--- src/rtl/tl_phase_arbiter_if.sv ---
// Request and lamp bundle between the traffic-light phase arbiter and its environment.
// The master side drives the timebase and requests, and the slave side (the arbiter) drives the lamps.
interface tl_phase_arbiter_if;
    logic       tick;
    logic       ns_req;
    logic       ew_req;
    logic       ped_req;
    logic       ns_red;
    logic       ns_yellow;
    logic       ns_green;
    logic       ew_red;
    logic       ew_yellow;
    logic       ew_green;
    logic       walk;
    logic       ped_pending;
    logic [2:0] phase;

    modport master (
        output tick, ns_req, ew_req, ped_req,
        input  ns_red, ns_yellow, ns_green, ew_red, ew_yellow, ew_green,
        input  walk, ped_pending, phase
    );

    modport slave (
        input  tick, ns_req, ew_req, ped_req,
        output ns_red, ns_yellow, ns_green, ew_red, ew_yellow, ew_green,
        output walk, ped_pending, phase
    );
endinterface

--- src/rtl/tl_phase_arbiter.sv ---
// Traffic-light phase scheduler: NS/EW green arbitration with yellow and all-red clearance.
// Define TL_PED_PHASE_EN to build the optional pedestrian walk phase.
module tl_phase_arbiter #(
    parameter int MIN_GREEN = 8,
    parameter int MAX_GREEN = 20,
    parameter int YELLOW    = 3,
    parameter int ALL_RED   = 1,
    parameter int WALK      = 6,
    parameter int CW        = 8
) (
    input  logic                clk,
    input  logic                rst,
    tl_phase_arbiter_if.slave   bus
);

    typedef enum logic [2:0] {
        NS_G  = 3'd0,
        NS_Y  = 3'd1,
        RED_A = 3'd2,
        EW_G  = 3'd3,
        EW_Y  = 3'd4,
        RED_B = 3'd5
`ifdef TL_PED_PHASE_EN
        , PED = 3'd6
`endif
    } state_e;

    typedef struct packed {
        logic ns_r;
        logic ns_y;
        logic ns_g;
        logic ew_r;
        logic ew_y;
        logic ew_g;
        logic walk;
    } lamps_t;

    localparam logic [CW-1:0] MIN_M1 = CW'(MIN_GREEN - 1);
    localparam logic [CW-1:0] MAX_M1 = CW'(MAX_GREEN - 1);
    localparam logic [CW-1:0] YEL_M1 = CW'(YELLOW - 1);
    localparam logic [CW-1:0] RED_M1 = CW'(ALL_RED - 1);
`ifdef TL_PED_PHASE_EN
    localparam logic [CW-1:0] WALK_M1 = CW'(WALK - 1);
`endif
    localparam lamps_t LAMPS_RST = '{ns_r: 1'b1, ew_r: 1'b1, default: 1'b0};

    state_e         state_q, state_d;
    logic [CW-1:0]  cnt_q, cnt_d;
    logic           ns_pend_q, ns_pend_d;
    logic           ew_pend_q, ew_pend_d;
    lamps_t         lamps_q, lamps_d;
    logic           ns_set, ew_set, ped_set;
    logic           changing;

`ifdef TL_PED_PHASE_EN
    logic           ped_q, ped_d;
    logic           last_ew_q, last_ew_d;
`else
    logic           unused_ped;
    assign unused_ped = bus.ped_req;
`endif

    // Demand as it will stand after this edge, so a request arriving with the deciding tick still counts.
    always_comb begin
        ns_set = ns_pend_q | bus.ns_req;
        ew_set = ew_pend_q | bus.ew_req;
`ifdef TL_PED_PHASE_EN
        ped_set = ped_q | bus.ped_req;
`else
        ped_set = 1'b0;
`endif
    end

    // Next-state logic; every transition is gated by the timebase tick.
    always_comb begin
        // NOTE: default assignment first so no path through the case infers a latch.
        state_d = state_q;
        if (bus.tick) begin
            case (state_q)
                NS_G: if ((ew_set | ped_set) && cnt_q >= MIN_M1 &&
                          (!bus.ns_req || cnt_q >= MAX_M1)) state_d = NS_Y;
                NS_Y: if (cnt_q == YEL_M1) state_d = RED_A;
                RED_A: if (cnt_q == RED_M1) begin
`ifdef TL_PED_PHASE_EN
                    state_d = ped_set ? PED : EW_G;
`else
                    state_d = EW_G;
`endif
                end
                EW_G: if ((ns_set | ped_set) && cnt_q >= MIN_M1 &&
                          (!bus.ew_req || cnt_q >= MAX_M1)) state_d = EW_Y;
                EW_Y: if (cnt_q == YEL_M1) state_d = RED_B;
                RED_B: if (cnt_q == RED_M1) begin
`ifdef TL_PED_PHASE_EN
                    state_d = ped_set ? PED : NS_G;
`else
                    state_d = NS_G;
`endif
                end
`ifdef TL_PED_PHASE_EN
                PED: if (cnt_q == WALK_M1) state_d = last_ew_q ? NS_G : EW_G;
`endif
                default: state_d = RED_B;
            endcase
        end
    end

    // Phase counter and demand latches; clearing on entry overrides a same-cycle request.
    always_comb begin
        changing  = (state_d != state_q);
        cnt_d     = cnt_q;
        if (changing)                      cnt_d = '0;
        else if (bus.tick && cnt_q != '1)  cnt_d = cnt_q + 1'b1;
        ns_pend_d = (changing && state_d == NS_G) ? 1'b0 : ns_set;
        ew_pend_d = (changing && state_d == EW_G) ? 1'b0 : ew_set;
`ifdef TL_PED_PHASE_EN
        ped_d     = (changing && state_d == PED) ? 1'b0 : ped_set;
        last_ew_d = last_ew_q;
        if (changing && state_d == EW_G) last_ew_d = 1'b1;
        if (changing && state_d == NS_G) last_ew_d = 1'b0;
`endif
    end

    // Lamp decode from the next state so registered lamps switch on the deciding edge.
    always_comb begin
        lamps_d = LAMPS_RST;
        case (state_d)
            NS_G: begin lamps_d.ns_r = 1'b0; lamps_d.ns_g = 1'b1; end
            NS_Y: begin lamps_d.ns_r = 1'b0; lamps_d.ns_y = 1'b1; end
            EW_G: begin lamps_d.ew_r = 1'b0; lamps_d.ew_g = 1'b1; end
            EW_Y: begin lamps_d.ew_r = 1'b0; lamps_d.ew_y = 1'b1; end
`ifdef TL_PED_PHASE_EN
            PED:  lamps_d.walk = 1'b1;
`endif
            default: ;
        endcase
    end

    // NOTE: sequential state uses non-blocking assignments so all registers update from pre-edge values.
    always_ff @(posedge clk or negedge rst) begin
        if (!rst) begin
            state_q   <= RED_B;
            cnt_q     <= '0;
            ns_pend_q <= 1'b0;
            ew_pend_q <= 1'b0;
            lamps_q   <= LAMPS_RST;
`ifdef TL_PED_PHASE_EN
            ped_q     <= 1'b0;
            last_ew_q <= 1'b1;
`endif
        end else begin
            state_q   <= state_d;
            cnt_q     <= cnt_d;
            ns_pend_q <= ns_pend_d;
            ew_pend_q <= ew_pend_d;
            lamps_q   <= lamps_d;
`ifdef TL_PED_PHASE_EN
            ped_q     <= ped_d;
            last_ew_q <= last_ew_d;
`endif
        end
    end

    assign bus.ns_red    = lamps_q.ns_r;
    assign bus.ns_yellow = lamps_q.ns_y;
    assign bus.ns_green  = lamps_q.ns_g;
    assign bus.ew_red    = lamps_q.ew_r;
    assign bus.ew_yellow = lamps_q.ew_y;
    assign bus.ew_green  = lamps_q.ew_g;
    assign bus.walk      = lamps_q.walk;
    assign bus.phase     = state_q;
`ifdef TL_PED_PHASE_EN
    assign bus.ped_pending = ped_q;
`else
    assign bus.ped_pending = 1'b0;
`endif

endmodule

--- src/flat_wrapper.sv ---
// flat-port wrapper written by rule: the top's interface ports become plain ports
module tl_phase_arbiter_flat 
#(
    parameter int MIN_GREEN = 8,
    parameter int MAX_GREEN = 20,
    parameter int YELLOW    = 3,
    parameter int ALL_RED   = 1,
    parameter int WALK      = 6,
    parameter int CW        = 8
)
  (clk, rst, bus_tick, bus_ns_req, bus_ew_req, bus_ped_req, bus_ns_red, bus_ns_yellow, bus_ns_green, bus_ew_red, bus_ew_yellow, bus_ew_green, bus_walk, bus_ped_pending, bus_phase);
  tl_phase_arbiter_if bus_i ();
  input  logic clk;
  input  logic rst;
  input wire logic [$bits(bus_i.tick)-1:0] bus_tick;
  input wire logic [$bits(bus_i.ns_req)-1:0] bus_ns_req;
  input wire logic [$bits(bus_i.ew_req)-1:0] bus_ew_req;
  input wire logic [$bits(bus_i.ped_req)-1:0] bus_ped_req;
  output wire logic [$bits(bus_i.ns_red)-1:0] bus_ns_red;
  output wire logic [$bits(bus_i.ns_yellow)-1:0] bus_ns_yellow;
  output wire logic [$bits(bus_i.ns_green)-1:0] bus_ns_green;
  output wire logic [$bits(bus_i.ew_red)-1:0] bus_ew_red;
  output wire logic [$bits(bus_i.ew_yellow)-1:0] bus_ew_yellow;
  output wire logic [$bits(bus_i.ew_green)-1:0] bus_ew_green;
  output wire logic [$bits(bus_i.walk)-1:0] bus_walk;
  output wire logic [$bits(bus_i.ped_pending)-1:0] bus_ped_pending;
  output wire logic [$bits(bus_i.phase)-1:0] bus_phase;
  assign bus_i.tick = bus_tick;
  assign bus_i.ns_req = bus_ns_req;
  assign bus_i.ew_req = bus_ew_req;
  assign bus_i.ped_req = bus_ped_req;
  assign bus_ns_red = bus_i.ns_red;
  assign bus_ns_yellow = bus_i.ns_yellow;
  assign bus_ns_green = bus_i.ns_green;
  assign bus_ew_red = bus_i.ew_red;
  assign bus_ew_yellow = bus_i.ew_yellow;
  assign bus_ew_green = bus_i.ew_green;
  assign bus_walk = bus_i.walk;
  assign bus_ped_pending = bus_i.ped_pending;
  assign bus_phase = bus_i.phase;
  tl_phase_arbiter #(.MIN_GREEN(MIN_GREEN), .MAX_GREEN(MAX_GREEN), .YELLOW(YELLOW), .ALL_RED(ALL_RED), .WALK(WALK), .CW(CW)) u_core (.clk(clk), .rst(rst), .bus(bus_i));
endmodule
--- config.mk ---
export PLATFORM = sky130hd
export DESIGN_NAME = tl_phase_arbiter_flat
export DESIGN_NICKNAME = d
export VERILOG_FILES = /design/src/rtl/tl_phase_arbiter_if.sv /design/src/rtl/tl_phase_arbiter.sv /design/src/flat_wrapper.sv
export SDC_FILE = /design/constraint.sdc
export NUM_CORES = 1
export LEC_CHECK = 0
export CORE_MARGIN = 2
export CORE_UTILIZATION = 47
export CTS_BUF_LIST = sky130_fd_sc_hd__clkbuf_16
export CTS_CLUSTER_SIZE = 8
export DETAILED_ROUTE_END_ITERATION = 16
export PLACE_DENSITY_LB_ADDON = 0.15
export RECOVER_POWER = 100
export SETUP_SLACK_MARGIN = 0.2
export SLEW_MARGIN = 20
export SYNTH_ARGS = -nofsm -noshare
export SYNTH_HDL_FRONTEND = slang
export SYNTH_SLANG_ARGS = --single-unit
--- constraint.sdc ---
create_clock -name clk -period 2.16 [get_ports clk]
set_clock_uncertainty 0.05 [all_clocks]
set_input_delay 0.324 -clock clk [delete_from_list [all_inputs] [get_ports clk]]
set_output_delay 0.324 -clock clk [all_outputs]
set_load 0.02 [all_outputs]
==> results by group <==
Run status
  • Outcome: complete, but fails checks
  • Failing checks: setup timing

Detailed routing
  • Vias after detailed routing: 1,000
  • Router iterations before antenna repair: 4
  • Number of DRC markers in iteration 0: 25
  • Via density per instance: 5.59
  • Final wirelength: 2890 um
  • Drt wl/cell: 16.2 um
  • # DRC: 0
  • Antenna Nets Post-Route: 0

STA
  • Max-slew headroom: 29.2%
  • Hold Violations, Final: 0
  • F_max: 0.446 GHz
  • Final worst slack: -0.0799 ns
  • Worst slew pin tran: 1.06 ns
  • Setup tns final: -0.512 ns
  • Final Cycle Share: 104%
  • Minimum period implied by the final worst setup slack: 2.24 ns
  • Hold slack: 0.599 ns
  • Slew Viols, Final: 0
  • Unrepaired setup endpoints after global routing: yes
  • Final count of negative-setup-slack endpoints: 10

Global route
  • Initial antenna violation count: 0
  • Global-route wire length before repair: 4750 um
  • Vias in the first global route: 984
  • Gr ovfl total: 0
  • Total track usage: 23.8%
  • Pin count of the biggest net entering global routing: 20

Place
  • DP Area: 1430 sq um
  • Port bufs: 13
  • Pre-CTS setup slack: -0.176 ns
  • Routability cong.: 0.814
  • DP HPWL: 1810 um

Worst setup path
  • Critical Path End Type: flop
  • Crit path from: u_core.bus.phase[0]
  • Critical Path Source Type: flop
  • CP Max Fanout: 10
  • RR Endpoint: u_core.cnt_q[2]
  • Reg2Reg Setup Slack: -0.08 ns
  • Reg2reg path depth: 6
  • Reg2reg start: u_core.bus.phase[0]
  • Critical path arrival: 2.35 ns
  • Crit path required time: 2.27 ns
  • Critical path class: flop to flop

Finish
  • Share of post-route cells with drive strength above 1: 36.4%
  • Nets: 161
  • Final Instance Area: 1660 sq um
  • Area Growth Syn to Fin: 45.5%
  • Ant diodes: 0
  • Final core utilization: 73.4%

Clock network
  • Clk_lat worst skew: 0.25 ns
  • Clk slew on worst S/H paths: 0.05 ns
  • CTS Buffer Depth: 2
  • H-tree depth: 1
  • TritonCTS Buffers: 3
  • Clock root buffer: clkbuf_16
  • TritonCTS clock tree: done
  • Sink Count: 19

Worst hold path
  • Tightest Hold Check Type: flop to flop
  • Hold Path Depth: 3
  • Hold path start: u_core.ew_pend_q
  • Worst hold endpoint: u_core.ew_pend_q

Logic synthesis
  • Number of synthesized flops with an enable pin: 0
  • Synth Instances: 114
  • Sequential share of the synthesized area: 42.2%
  • #FFs+latches synth: 19
  • Post-synth top flop: dfrtp_1
  • Syn. warnings: 0
  • Avg Inst Size Synth: 9.98 sq um
  • Synth Cell Area: 1140 sq um
  • Async S/R FF share, synth: 100%
  • Post-synth cell types: 43

Die
  • Chip width: 53.2 um
  • Die area: 2830 sq um
  • Die height: 53.2 um
  • Starting Density: 50.4%
  • Cell Rows: 17
  • Ports: 17
  • Core area: 2250 sq um

Power and ir drop
  • Power Density: 1370 nW/um^2
  • IR drop worst, VDD: 1.19 mV
  • Leak: 0.704 nW

Flow run
  • Maxcap violations: 0
==> worst max-delay path by stage <==
stage / end / slack (ns) / cells past startpoint
after floorplan: u_core.cnt_q[0] / 0.05 / 7
after global routing: u_core.cnt_q[0] / -0.19 / 7
after detailed placement: u_core.cnt_q[7] / -0.18 / 6
after global placement: u_core.cnt_q[1] / -0.12 / 6
final: u_core.cnt_q[2] / -0.08 / 6
after CTS: u_core.cnt_q[7] / -0.06 / 7
==> where the power goes <==
part	internal (mW)	leakage [nW]	switching [mW]
clock network	0.248	0.0409	0.135
registers	0.493	0.236	0.136
logic	0.588	0.427	0.660
total	1.33	0.704	0.931
==> cell type report <==
cell class	count	area [sq um]
Clock buffer	3	75.1
Clock inverter	1	5.00
Fill cell	164	599
Inverter	6	22.5
Multi-Input combinational cell	82	701
Sequential cell	19	480
Tap cell	28	35.0
Timing Repair Buffer	40	337
==> metal layers <==
| metal | part of all wire [%] | GRT usage [%] | vias to the layer above | wire length, um |
|---|---|---|---|---|
| met5 | 0 | 0 | - | 0 |
| met4 | 0.97 | 6.41 | 0 | 28 |
| met3 | 3.9 | 3.95 | 5 | 112 |
| met2 | 50 | 38.3 | 25 | 1460 |
| met1 | 45 | 33.2 | 495 | 1290 |
| li1 | - | - | 475 | - |
==> critical path: stages (launching register included) <==
cell and delay (ns):
dfstp_1 0.73, inv_1 0.15, a311o_1 0.29, a21oi_1 0.23, nor4b_4 0.11, mux2_4 0.37
nor3_1 0.22
==> synthesized netlist by cell type (2+ instances only) <==
cell type	instances	area (sq um)
xnor2_1	7	61.3
nand2_1	6	22.5
buf_4	3	22.5
o211ai_1	2	15.0
a21oi_1	2	10.0
nand4_1	2	12.5
nor2b_1	2	12.5
and2_1	2	12.5
nand3_1	6	30.0
dfrtp_1	15	375
a31oi_1	3	18.8
or3_1	2	12.5
clkbuf_1	2	7.51
nor2_1	10	37.5
inv_1	6	22.5
nor3_1	10	50.1
ha_1	3	37.5
nor4_1	3	18.8
dfstp_2	4	105
==> stage by stage <==
step	total power [mW]	cells
final	2.26	179
after CTS	2.16	177
after detailed placement	1.60	169
after floorplan	1.21	115
after global placement	1.58	169
after global routing	2.38	179
==> cell families after synthesis <==
kind of cell / Yosys count / share of synthesized area [%]
and+or+nand+nor: 49 / 24.4
DFF: 19 / 42.2
xor gates and xnor gates: 7 / 5.39
adders and majority gates: 3 / 3.30
muxes: 2 / 2.20
other: 1 / 0.330
AOI/OAI and AO/OA: 19 / 15.6
buffers and inverters: 14 / 6.49
==> repair_timing <==
item / in CTS / in global routing
pin swaps: 7 / 2
buffers inserted: 4 / 2
resized for setup: 18 / 7
endpoints found under the setup margin: 15 / 18
hold buffers: 0 / 0
==> state kept, by name, indices dropped and copies added (netlist names) <==
signal,count
u_core.cnt_q,8
u_core.bus.phase,3
u_core.bus.ew_green,1
u_core.bus.ew_red,1
u_core.bus.ew_yellow,1
u_core.bus.ns_green,1
u_core.bus.ns_red,1
u_core.bus.ns_yellow,1
u_core.ew_pend_q,1
u_core.ns_pend_q,1
==> layout by cell type, fill, tap and decap left out, drive strengths merged, types with 2 or more instances in the layout <==
| cell | netlist | routed |
|---|---|---|
| nor2b | 2 | 2 |
| nor3 | 12 | 12 |
| ha | 3 | 3 |
| and2 | 2 | 2 |
| dfrtp | 15 | 15 |
| inv | 6 | 6 |
| nand2 | 6 | 6 |
| dlygate4sd3 | 0 | 7 |
| buf | 5 | 25 |
| xnor2 | 7 | 7 |
| nand4 | 2 | 2 |
| clkbuf | 3 | 6 |
| conb | 1 | 2 |
| nor4 | 3 | 3 |
| a21oi | 2 | 2 |
| o21ai | 2 | 2 |
| or3 | 2 | 2 |
| clkdlybuf4s50 | 0 | 4 |
| a31oi | 3 | 3 |
| o211ai | 3 | 3 |
| nor2 | 10 | 10 |
| dfstp | 4 | 4 |
| nand3 | 6 | 6 |
Note: power is estimated with default switching activity, not from simulation.
